File: config.mk
export PLATFORM = sky130hd
export DESIGN_NAME = mem_access
export DESIGN_NICKNAME = d
export VERILOG_FILES = /design/src/rtl/mem_access.sv
export SDC_FILE = /design/constraint.sdc
export NUM_CORES = 1
export LEC_CHECK = 0
export CAP_MARGIN = 40
export CORE_MARGIN = 4
export CORE_UTILIZATION = 35
export CTS_CLUSTER_SIZE = 25
export DETAILED_ROUTE_END_ITERATION = 10
export SYNTH_ARGS = -nofsm -noshare
export SYNTH_HDL_FRONTEND = slang
export SYNTH_SLANG_ARGS = --single-unit
export TNS_END_PERCENT = 50
File: constraint.sdc
create_clock -name clock -period 3.6 [get_ports clock]
set_clock_uncertainty 0.05 [all_clocks]
set_input_delay 0.72 -clock clock [delete_from_list [all_inputs] [get_ports clock]]
set_output_delay 0.72 -clock clock [all_outputs]
set_load 0.02 [all_outputs]
File: src/rtl/mem_access.sv
// Memory-access stage: issues one aligned valid/ready data-memory transaction at a time,
// stalls upstream while it is outstanding, and registers results into the write-back register.
module mem_access (
    input  logic        clock,
    input  logic        reset_n,
    input  logic        ex_valid,
    input  logic [63:0] ex_alu_result,
    input  logic [63:0] ex_rs2_data,
    input  logic        ex_mem_read,
    input  logic        ex_mem_write,
    input  logic        ex_mem_ext_un,
    input  logic [7:0]  ex_byte_enable,
    output logic        stall,
    output logic        dmem_req_valid,
    input  logic        dmem_req_ready,
    output logic [63:0] dmem_addr,
    output logic        dmem_wen,
    output logic [7:0]  dmem_wmask,
    output logic [63:0] dmem_wdata,
    input  logic        dmem_resp_valid,
    input  logic [63:0] dmem_rdata,
    output logic        wb_valid,
    output logic [63:0] wb_alu_result,
    output logic [63:0] wb_mem_data,
    output logic        wb_mem_to_reg,
    output logic        wb_mem_ext_un,
    output logic        wb_misalign,
    output logic [7:0]  wb_byte_enable
);

    typedef enum logic [1:0] {IDLE, REQ, WAIT} state_t;

    state_t      state_q;
    logic        req_valid_q;
    logic [63:0] addr_q;
    logic        wen_q;
    logic [7:0]  wmask_q;
    logic [63:0] wdata_q;
    logic        ext_un_q;
    logic [7:0]  be_q;
    logic [63:0] alu_q;
    logic        wb_valid_q;
    logic [63:0] wb_alu_q;
    logic [63:0] wb_mem_data_q;
    logic        wb_mem_to_reg_q;
    logic        wb_ext_un_q;
    logic        wb_misalign_q;
    logic [7:0]  wb_be_q;

    logic        mem_op_d;
    logic [15:0] lane_mask_d;
    logic        misaligned_d;
    logic        accept_d;
    logic [63:0] addr_d;
    logic [7:0]  wmask_d;
    logic [63:0] wdata_d;

    // Any lane pushed past byte 7 means the access straddles a doubleword.
    assign mem_op_d     = ex_valid & (ex_mem_read | ex_mem_write);
    assign lane_mask_d  = {8'h00, ex_byte_enable} << ex_alu_result[2:0];
    assign misaligned_d = mem_op_d & (|lane_mask_d[15:8]);
    assign accept_d     = mem_op_d & ~misaligned_d;
    assign addr_d       = {ex_alu_result[63:3], 3'b000};
    assign wmask_d      = ex_mem_write ? lane_mask_d[7:0] : 8'h00;
    assign wdata_d      = ex_rs2_data << {ex_alu_result[2:0], 3'b000};

    // Stall rises in the accepting cycle itself so upstream holds the instruction.
    assign stall = reset_n & ((state_q != IDLE) | accept_d);

    always_ff @(posedge clock or negedge reset_n) begin
        if (!reset_n) begin
            state_q         <= IDLE;
            req_valid_q     <= 1'b0;
            addr_q          <= '0;
            wen_q           <= 1'b0;
            wmask_q         <= '0;
            wdata_q         <= '0;
            ext_un_q        <= 1'b0;
            be_q            <= '0;
            alu_q           <= '0;
            wb_valid_q      <= 1'b0;
            wb_alu_q        <= '0;
            wb_mem_data_q   <= '0;
            wb_mem_to_reg_q <= 1'b0;
            wb_ext_un_q     <= 1'b0;
            wb_misalign_q   <= 1'b0;
            wb_be_q         <= '0;
        end else begin
            case (state_q)
                IDLE: begin
                    if (accept_d) begin
                        addr_q      <= addr_d;
                        wen_q       <= ex_mem_write;
                        wmask_q     <= wmask_d;
                        wdata_q     <= wdata_d;
                        ext_un_q    <= ex_mem_ext_un;
                        be_q        <= ex_byte_enable;
                        alu_q       <= ex_alu_result;
                        req_valid_q <= 1'b1;
                        wb_valid_q  <= 1'b0;
                        state_q     <= REQ;
                    end else if (ex_valid) begin
                        wb_valid_q      <= 1'b1;
                        wb_alu_q        <= ex_alu_result;
                        wb_mem_data_q   <= '0;
                        wb_mem_to_reg_q <= ex_mem_read & ~misaligned_d;
                        wb_ext_un_q     <= ex_mem_ext_un;
                        wb_misalign_q   <= misaligned_d;
                        wb_be_q         <= ex_byte_enable;
                    end else begin
                        wb_valid_q <= 1'b0;
                    end
                end
                REQ: begin
                    wb_valid_q <= 1'b0;
                    if (dmem_req_ready) begin
                        req_valid_q <= 1'b0;
                        state_q     <= WAIT;
                    end
                end
                WAIT: begin
                    if (dmem_resp_valid) begin
                        wb_valid_q      <= 1'b1;
                        wb_alu_q        <= alu_q;
                        wb_mem_data_q   <= wen_q ? 64'h0 : dmem_rdata;
                        wb_mem_to_reg_q <= ~wen_q;
                        wb_ext_un_q     <= ext_un_q;
                        wb_misalign_q   <= 1'b0;
                        wb_be_q         <= be_q;
                        state_q         <= IDLE;
                    end else begin
                        wb_valid_q <= 1'b0;
                    end
                end
                default: begin
                    req_valid_q <= 1'b0;
                    wb_valid_q  <= 1'b0;
                    state_q     <= IDLE;
                end
            endcase
        end
    end

    assign dmem_req_valid = req_valid_q;
    assign dmem_addr      = addr_q;
    assign dmem_wen       = wen_q;
    assign dmem_wmask     = wmask_q;
    assign dmem_wdata     = wdata_q;
    assign wb_valid       = wb_valid_q;
    assign wb_alu_result  = wb_alu_q;
    assign wb_mem_data    = wb_mem_data_q;
    assign wb_mem_to_reg  = wb_mem_to_reg_q;
    assign wb_mem_ext_un  = wb_ext_un_q;
    assign wb_misalign    = wb_misalign_q;
    assign wb_byte_enable = wb_be_q;

endmodule

==> results of run 1 <==
-- metal layers --
metal | up-vias | GRT usage | share of wire
met4 | 4 | 0.06107 | 0.021
met1 | 5398 | 0.2608 | 0.41
met3 | 59 | 0.05989 | 0.082
met5 | - | 0 | 0.00047
li1 | 5266 | - | -
met2 | 364 | 0.3421 | 0.48
-- worst min-delay path, cell delays in order (launching register included) --
cell and delay [ps]:
dfrtp_1 340, nand2_1 40, o21ai_0 60
-- timing repair --
item                       4_1_cts  5_1_grt
resized for setup                5        3
hold buffers                     1        0
setup endpoints to repair        1        1
hold endpoints to repair        16        0
-- report_power, final --
part	internal (uW)	total (uW)	leakage [uW]	switching, uW
clock	2440	3850	0.000608	1410
sequential	4070	4580	0.00366	503
combinational	2230	4590	0.00405	2360
-- placed cells by master, fill, tap and decap left out, types with 37 or more instances in the layout --
| cell | count |
|---|---|
| buf_4 | 43 |
| clkbuf_16 | 37 |
| clkdlybuf4s50_1 | 476 |
| dfrtp_1 | 289 |
| mux2_2 | 90 |
| mux2i_1 | 107 |
| nand2_1 | 248 |
| nor2_1 | 38 |
| o21ai_0 | 77 |
| o21ai_1 | 102 |
-- final cells by class --
type / instances / share of cell area
flip-flops and latches: 289 / 0.3594
clock inverters: 11 / 0.01063
diodes: 4 / 0.0004975
well taps: 518 / 0.03221
multi-input cells: 827 / 0.2747
clock buffers: 48 / 0.05155
inverters: 11 / 0.002052
repair buffers: 537 / 0.2689
-- path summary, 6_finish.rpt --
check	slack [ps]	start	end
worst max-delay path	80	ex_byte_enable[5]	stall
min in group asynchronous	580	reset_n	wb_alu_result[58]$_DFFE_PN0P_
worst min-delay path	420	wb_byte_enable[7]$_DFFE_PN0P_	wb_byte_enable[7]$_DFFE_PN0P_
worst max register to register	1360	state_q[0]$_DFFE_PN0P_	dmem_wdata[55]$_DFFE_PN0P_
worst min register to register	420	wb_byte_enable[7]$_DFFE_PN0P_	wb_byte_enable[7]$_DFFE_PN0P_
max in group asynchronous	1330	reset_n	wb_mem_data[6]$_DFFE_PN0P_
-- per-stage QoR --
step,TNS [ps],total power [uW]
global placement,-3780,9199
floorplan,0,7113
detailed placement,-9013,9276
global route,0,13660
CTS,0,13200
finish,0,13010
-- cells by family (layout without fill, tap and decap cells) --
| logic type | count (synthesis) | count (layout) | share of synthesized area |
|---|---|---|---|
| AO/OA/AOI/OAI | 281 | 281 | 0.1238 |
| buffers and inverters | 170 | 607 | 0.07073 |
| flip-flops | 289 | 289 | 0.5282 |
| multiplexers | 224 | 224 | 0.1843 |
| other | 1 | 7 | 0.0002739 |
| AND/OR/NAND/NOR | 319 | 319 | 0.09266 |
==> metrics, run 1 <==
Vias=11090; Cell variety after synth=41; drc violations=0; share of cells above drive strength 1=0.1323; CTS buffer count=35; final setup vio count=0; Cell Area, Synth=13690 um2; Vias per Instance=4.940; Core Util, Final=0.5206; most frequent cell after synthesis=dfrtp_1; number of global-route vias before repair=11140; WP data required=2830 ps; Worst setup EP type=output port; Worst-path clk slew=60 ps; crit-path leading delay family=simple AND/OR/NAND/NOR gates; Core ar.=38650 um2; PortBufs=483; Post-synth ARST share=1.000; final period utilization=0.9777; crit path kind=input pin to output port; Pre-Repair DR Iteration Count=4; final cell count without fillers=2245; Clock Latency Late Sink=520 ps; initial antenna violation count=6; CP max FO=4; Max Cap Viol=0; #FFs+latches synth=289; min Tclk post-route=3520 ps; GR Overflow Total=0; clock sinks=289; largest net degree at the start of global routing=135; Initial Utilization=0.3543; Min Hold Slack=423.7 ps; Cells after Synth=1284; Worst path slowest cell=or4_4; Primary FF master, synth=dfrtp_1; actual slew at the worst max-slew pin=826.0 ps; Post-synth top cells=dfrtp_1, nand2_1, mux2i_1; Post-synth EDFFs=0; Slew HR=0.4494; row cnt=72; Hold Path Depth=2; max incr delay on CP=550 ps; max frequency=284.1 MHz; synth-to-layout area growth=46.95%; Lkg Pwr=0.008312 uW; yosys warns=0; First DRT Iteration DRCs=543; Synth top area share=0.5282; gpl congestion=0.8323; clock buffer depth=3; first-pass GRT wire length=67820 um; Nets=1909; Die X=205.8 um; HP Class=flip-flop to flip-flop; H-tree lvl count=2; fill count=3499; PwrDens=646.7 nW/um2; Worst VDD drop=0.3466 mV; total placed instance area=18850 um2; Die Y=205.8 um; register area share after synthesis=0.5282; Die Footprint=42350 um2; Buf/Inv on CP=2; CTS Root Cell=clkbuf_16; cell taking the most area after synthesis=dfrtp_1; Max Slew Vio Count=0; Setup WS pre-CTS=-457.0 ps; Finished Cell Area=20120 um2; Startpoint Class=input pin; critical path cell sequence=clkdlybuf4s50_1, mux4_2, or4_4, nand2_1, nand2b_1, a21boi_1, buf_4; R2R cell count=6; post-DR wirelength/cell=20.08 um; final setup margin=80.28 ps; syn_area_per_cell=10.66 um2; Routed WL=45070 um; Final ANT Viol Nets=0; cell count along the critical path=7; register area=7232 um2; Synth area leaders=dfrtp_1, mux2i_1, mux2_2, nand2_1, buf_4; CTS tree=done; IO Pins=487; Inst Count DP=2181; worst path arrival time=2750 ps; outcome=completed; Setup Buffers After CTS=0; multi-input logic area=5528 um2; gr usage total=0.2055; Final Hold Fails=0; RSZ-0062 raised after global routing=false; Post-DP HPWL=32740 um
No activity file was read; power rests on OpenSTA's default activity.
==> inputs of run 2 (changes only) <==
--- a/config.mk
+++ b/config.mk
@@ -10,6 +10,7 @@
 export CORE_UTILIZATION = 35
 export CTS_CLUSTER_SIZE = 25
 export DETAILED_ROUTE_END_ITERATION = 10
+export MAX_ROUTING_LAYER = met4
 export SYNTH_ARGS = -nofsm -noshare
 export SYNTH_HDL_FRONTEND = slang
 export SYNTH_SLANG_ARGS = --single-unit
==> run 2 against run 1 <==
  * Non-clock buffer count did not move
  * Sequential power hardly changed
  * Via count about the same
  * Utilization about the same
  * Register-to-register slack hardly changed
  * Clock-buffer cell count is the same
  * Die area is the same
  * Critical path depth unchanged
  * Worst hold slack improved by 3.2 ps
  * Maximum frequency about the same
  * Final cell count about the same
  * Critical path type unchanged
  * Largest power group unchanged
  * Highest routed layer is now met4
==> metrics, run 2 (synthesis gave the netlist of run 1 again) <==
Lkg Pwr=0.008312 uW; Vias=11090; final setup vio count=0; Die X=205.8 um; Clock Latency Late Sink=520 ps; Psw=4277 uW; commonest non-fill, non-tap cell in the layout=clkdlybuf4s50_1; Finished Cell Area=20130 um2; Startpoint Class=input pin; clock network fraction of total power=0.296; WP data required=2830 ps; max frequency=284.2 MHz; Comb power frac=0.353; Worst setup EP type=output port; drc violations=0; outcome=completed; Slew HR=0.4521; post-DR wirelength/cell=20.07 um; Buf/Inv on CP=2; crit path kind=input pin to output port; Pre-Repair DR Iteration Count=4; HP Class=flip-flop to flip-flop; Reg power frac=0.352; Worst path slowest cell=or4_4; clock buffer depth=3; share of cells above drive strength 1=0.1323; RSZ-0062 raised after global routing=false; PwrDens=646.7 nW/um2; Nets=1909; actual slew at the worst max-slew pin=821.9 ps; max incr delay on CP=550 ps; Routed WL=45110 um; critical path cell sequence=clkdlybuf4s50_1, mux4_2, or4_4, nand2_1, nand2b_1, a21boi_1, buf_4; leading cell types in the layout, fill and taps excluded=clkdlybuf4s50_1, dfrtp_1, nand2_1; IO Pins=487; Worst VDD drop=0.3467 mV; Core ar.=38650 um2; CTS buffer count=35; crit-path leading delay family=simple AND/OR/NAND/NOR gates; Vias per Instance=4.935; CTS tree=done; Worst-path clk slew=60 ps; final period utilization=0.9772; H-tree lvl count=2; GR Overflow Total=0; largest net degree at the start of global routing=135; Final Hold Fails=0; initial antenna violation count=6; clock sinks=289; gpl congestion=0.8451; gr usage total=0.2116; total placed instance area=18850 um2; Setup Buffers After CTS=0; Die Footprint=42350 um2; final setup margin=81.92 ps; Initial Utilization=0.3543; Max Cap Viol=0; CP max FO=4; PortBufs=483; setup TNS=0 ps; worst path arrival time=2750 ps; Setup WS pre-CTS=-457.0 ps; Max Slew Vio Count=0; fill count=3500; CTS Root Cell=clkbuf_16; Int Pwr=8739 uW; number of global-route vias before repair=11160; First DRT Iteration DRCs=447; min Tclk post-route=3518 ps; sw frac=0.3286; Post-DP HPWL=32740 um; Final ANT Viol Nets=0; first-pass GRT wire length=67790 um; Die Y=205.8 um; row cnt=72; synth-to-layout area growth=46.99%
## run 2: cell count changes in the layout (fill, tap and decap cells not counted)
cell     before  now
diode_2       4    6
## run 2: area by class of cell
type,count,area [um2],area share
clock inverters,11,214.0,0.01063
diodes,6,15.01,0.0007460
flip-flops and latches,289,7232,0.3593
well taps,518,648.1,0.03220
repair buffers,537,5410,0.2688
multi-input cells,827,5528,0.2747
inverters,11,41.29,0.002052
clock buffers,48,1037,0.05154
## run 2: power by group through the flow
stage | combinational [uW] | clock (uW) | sequential [uW]
2_1_floorplan | 1910 | 0 | 5200
3_3_place_gp | 4600 | 0 | 4600
3_5_place_dp | 4640 | 0 | 4630
4_1_cts | 4660 | 3950 | 4590
5_1_grt | 4880 | 4080 | 4700
6_report | 4590 | 3850 | 4580
## run 2: tightest hold or removal path: cells and delay by family (launching register included)
family             cells  cell delay (ps)
DFF                    1              340
AOI/OAI and AO/OA      1               60
and+or+nand+nor        1               40
## run 2: path summary, 6_finish.rpt
| check | startpoint | end | slack [ps] | cells past startpoint |
|---|---|---|---|---|
| min in group asynchronous | reset_n | wb_alu_result[58]$_DFFE_PN0P_ | 580 | 2 |
| min | wb_mem_data[2]$_DFFE_PN0P_ | wb_mem_data[2]$_DFFE_PN0P_ | 430 | 2 |
| max | ex_byte_enable[5] | stall | 80 | 7 |
| max reg2reg | state_q[0]$_DFFE_PN0P_ | dmem_wdata[55]$_DFFE_PN0P_ | 1360 | 6 |
| max in group asynchronous | reset_n | wb_mem_data[7]$_DFFE_PN0P_ | 1320 | 6 |
| min reg2reg | wb_mem_data[2]$_DFFE_PN0P_ | wb_mem_data[2]$_DFFE_PN0P_ | 430 | 2 |
## run 2: through the flow
step / hold slack, ps / util / power (uW) / instances
global placement: 410.6 / 0.4855 / 9199 / 2178
global route: 450.1 / 0.5208 / 13660 / 2247
detailed placement: 418.7 / 0.4877 / 9276 / 2181
finish: 426.9 / 0.5208 / 13020 / 2247
CTS: 431.6 / 0.5202 / 13200 / 2241
floorplan: 374.4 / - / 7113 / 1286
## run 2: layer usage
metal | global-route usage | routed length, um | vias up
met1 | 0.2613 | 18900 | 5402
met3 | 0.05879 | 3663 | 58
li1 | - | - | 5262
met5 | - | 0 | -
met2 | 0.3428 | 21640 | 366
met4 | 0.06107 | 913 | 0
## run 2: repair_timing
item                       4_1_cts  5_1_grt
resized for setup                5        3
setup endpoints to repair        1        1
hold buffers                     1        0
hold endpoints to repair        16        0
gates cloned                     0        0
==> inputs of run 3 (changes only) <==
--- a/config.mk
+++ b/config.mk
@@ -5,6 +5,7 @@
 export SDC_FILE = /design/constraint.sdc
 export NUM_CORES = 1
 export LEC_CHECK = 0
+export ABC_AREA = 1
 export CAP_MARGIN = 40
 export CORE_MARGIN = 4
 export CORE_UTILIZATION = 35
==> run 3 against run 2 <==
  * Final cell count increased by 31%
  * Sequential cell count did not move
  * Die area is 10% higher
  * Via count increased by 29%
  * Largest power group unchanged
  * Clock-buffer cell count increased by 7
  * Wire length increased by 25%
  * First-iteration DRC count increased to 2.8 times the previous value
  * Clock power decreased by 5.5%
  * Setup slack improved by 15 ps
  * Register-to-register slack better by 200 ps
  * Area after synthesis rose by 11%
==> metrics, run 3 <==
Cell Area, Synth=15140 um2; max frequency=285.5 MHz; Nets=2531; Worst Hold Path EP=be_q[1]$_DFFE_PN0P_; CTS Root Cell=clkbuf_16; fill count=4162; Worst setup EP type=output port; Post-synth ARST share=1.000; Slew HR=0.3656; sw frac=0.3603; Post-synth EDFFs=0; yosys warns=0; syn_area_per_cell=7.688 um2; Die Footprint=46640 um2; Die Y=216.0 um; register area share after synthesis=0.4777; actual slew at the worst max-slew pin=951.5 ps; worst path arrival time=2730 ps; WP data required=2830 ps; Hold Path Depth=2; Primary FF master, synth=dfrtp_1; cell count along the critical path=9; synth-to-layout area growth=39.19%; Synth Area in Simple Gates=0.2551; H-tree lvl count=2; Int Pwr=8328 uW; Synth Area in Compound Gates=0.1268; Post-synth top cells=nand2_1, dfrtp_1, nand3_1; Core Util, Final=0.4979; Worst VDD drop=0.2936 mV; PwrDens=617.8 nW/um2; R2R cell count=8; adder-cell share of the synthesized area=0; Synth top area share=0.4777; Final Hold Fails=0; critical path cell sequence=clkdlybuf4s50_1, nand2_1, nand3_1, nand2_1, nand2_1, o21ai_2, nand3_2, a21boi_1, dlygate4sd2_1; largest family of logic cells by synthesized area=simple AND/OR/NAND/NOR gates; Post-DP HPWL=40370 um; CTS tree=done; #FFs+latches synth=289; gr usage total=0.2410; Worst path slowest cell=clkdlybuf4s50_1; Cells after Synth=1969; Worst-path clk slew=50 ps; Inst Count DP=2862; IO Pins=487; Die X=216.0 um; min Tclk post-route=3503 ps; HP Class=flip-flop to flip-flop; CTS buffer count=35; Cell variety after synth=29; largest net degree at the start of global routing=173; final setup vio count=0; reg2reg start=state_q[1]$_DFFE_PN0P_; Initial Utilization=0.3577; post-DR wirelength/cell=19.13 um; clock sinks=289; initial antenna violation count=21; Synth Area in XOR/XNOR=0; Lkg Pwr=0.01018 uW; Vias per Instance=4.835; number of global-route vias before repair=13760; gpl congestion=0.8992; Vias=14260; Routed WL=56400 um; Psw=4690 uW; drc violations=0; GR Overflow Total=0; commonest non-fill, non-tap cell in the layout=nand2_1; Comb power frac=0.368; final period utilization=0.9731; Reg-to-Reg End=wb_mem_data[39]$_DFFE_PN0P_; first-pass GRT wire length=84950 um; CP max FO=3; Pre-Repair DR Iteration Count=6; outcome=completed; most frequent cell after synthesis=nand2_1; Worst R2R Setup Slack=1560 ps; Max Slew Vio Count=0; clock buffer depth=3; Startpoint Class=input pin; Clock Latency Late Sink=540 ps; Worst path most repeated cell=nand2_1; First DRT Iteration DRCs=1249; Hold Crit Start=be_q[1]$_DFFE_PN0P_; RSZ-0062 raised after global routing=false; Setup Buffers After CTS=0; cell taking the most area after synthesis=dfrtp_1; Synth area leaders=dfrtp_1, nand2_1, nand3_1, o21ai_0, inv_1; multiplexer area fraction after synthesis=0.01124; leading cell types in the layout, fill and taps excluded=nand2_1, clkdlybuf4s50_1, dfrtp_1; final cell count without fillers=2949; PortBufs=483; max incr delay on CP=550 ps; share of cells above drive strength 1=0.07362; crit path kind=input pin to output port; Core ar.=42320 um2; crit-path leading delay family=buffers and inverters; row cnt=75; Final ANT Viol Nets=0; clock network fraction of total power=0.280; Buf/Inv on CP=2; Max Cap Viol=0; Reg power frac=0.352
-- run 3: power groups by stage --
stage                     Clock (uW)  Sequential (uW)  Combinational, uW
after floorplan                    0             5200               2020
after global placement             0             4600               4810
after detailed placement           0             4630               4840
after CTS                       3760             4580               4850
after global routing            3900             4690               5140
final                           3640             4580               4790
-- run 3: kinds of logic after synthesis --
logic type | Yosys count
buffers and inverters | 382
AND/OR/NAND/NOR | 955
other | 1
multiplexers | 17
AO/OA/AOI/OAI | 325
flip-flops | 289
-- run 3: worst max path at each step --
stage | to | slack [ps] | startpoint
2_1_floorplan | stall | 850 | ex_alu_result[1]
4_1_cts | stall | 110 | ex_byte_enable[5]
6_report | stall | 100 | ex_byte_enable[5]
3_5_place_dp | stall | -340 | ex_byte_enable[5]
5_1_grt | stall | 2 | ex_byte_enable[5]
3_3_place_gp | stall | -370 | ex_byte_enable[5]
-- run 3: metal layers --
| metal | wire length [um] | global-route usage | vias to the layer above |
|---|---|---|---|
| met5 | 0 | - | - |
| met4 | 1179 | 0.05547 | 0 |
| met3 | 6075 | 0.1031 | 70 |
| met2 | 26720 | 0.3891 | 504 |
| met1 | 22430 | 0.2809 | 6784 |
| li1 | - | - | 6901 |
-- run 3: repair_timing --
action                                  4_1_cts  5_1_grt
hold buffers                                  1        0
endpoints found under the setup margin        1        0
gates resized for setup                       2        0
hold endpoints to repair                     25        0
-- run 3: area by class of cell --
cell class,instances,area [um2],area share
sequential,289,7232,0.3432
multi-input combinational,1300,5991,0.2843
tap,577,721.9,0.03426
inverter,178,668.1,0.03171
clock buffer,55,1112,0.05279
antenna,22,55.05,0.002613
clock inverter,9,88.84,0.004216
timing repair buffer,519,5201,0.2469
-- run 3: through the flow --
stage,cell area (um2),TNS (ps),power (uW),worst slack [ps],hold slack [ps]
floorplan,15150,0,7222,850.9,374.4
global placement,19810,-374.1,9411,-374.1,414.1
detailed placement,19810,-342.1,9465,-342.1,417.8
CTS,21020,0,13190,114.4,431.4
global route,21070,0,13720,1.848,445.8
finish,21070,0,13020,96.88,427.8
-- run 3: tightest hold or removal path: stages, from the launching register on --
cell	delay [ps]
dfrtp_1	340
nand2_1	60
o21ai_2	50
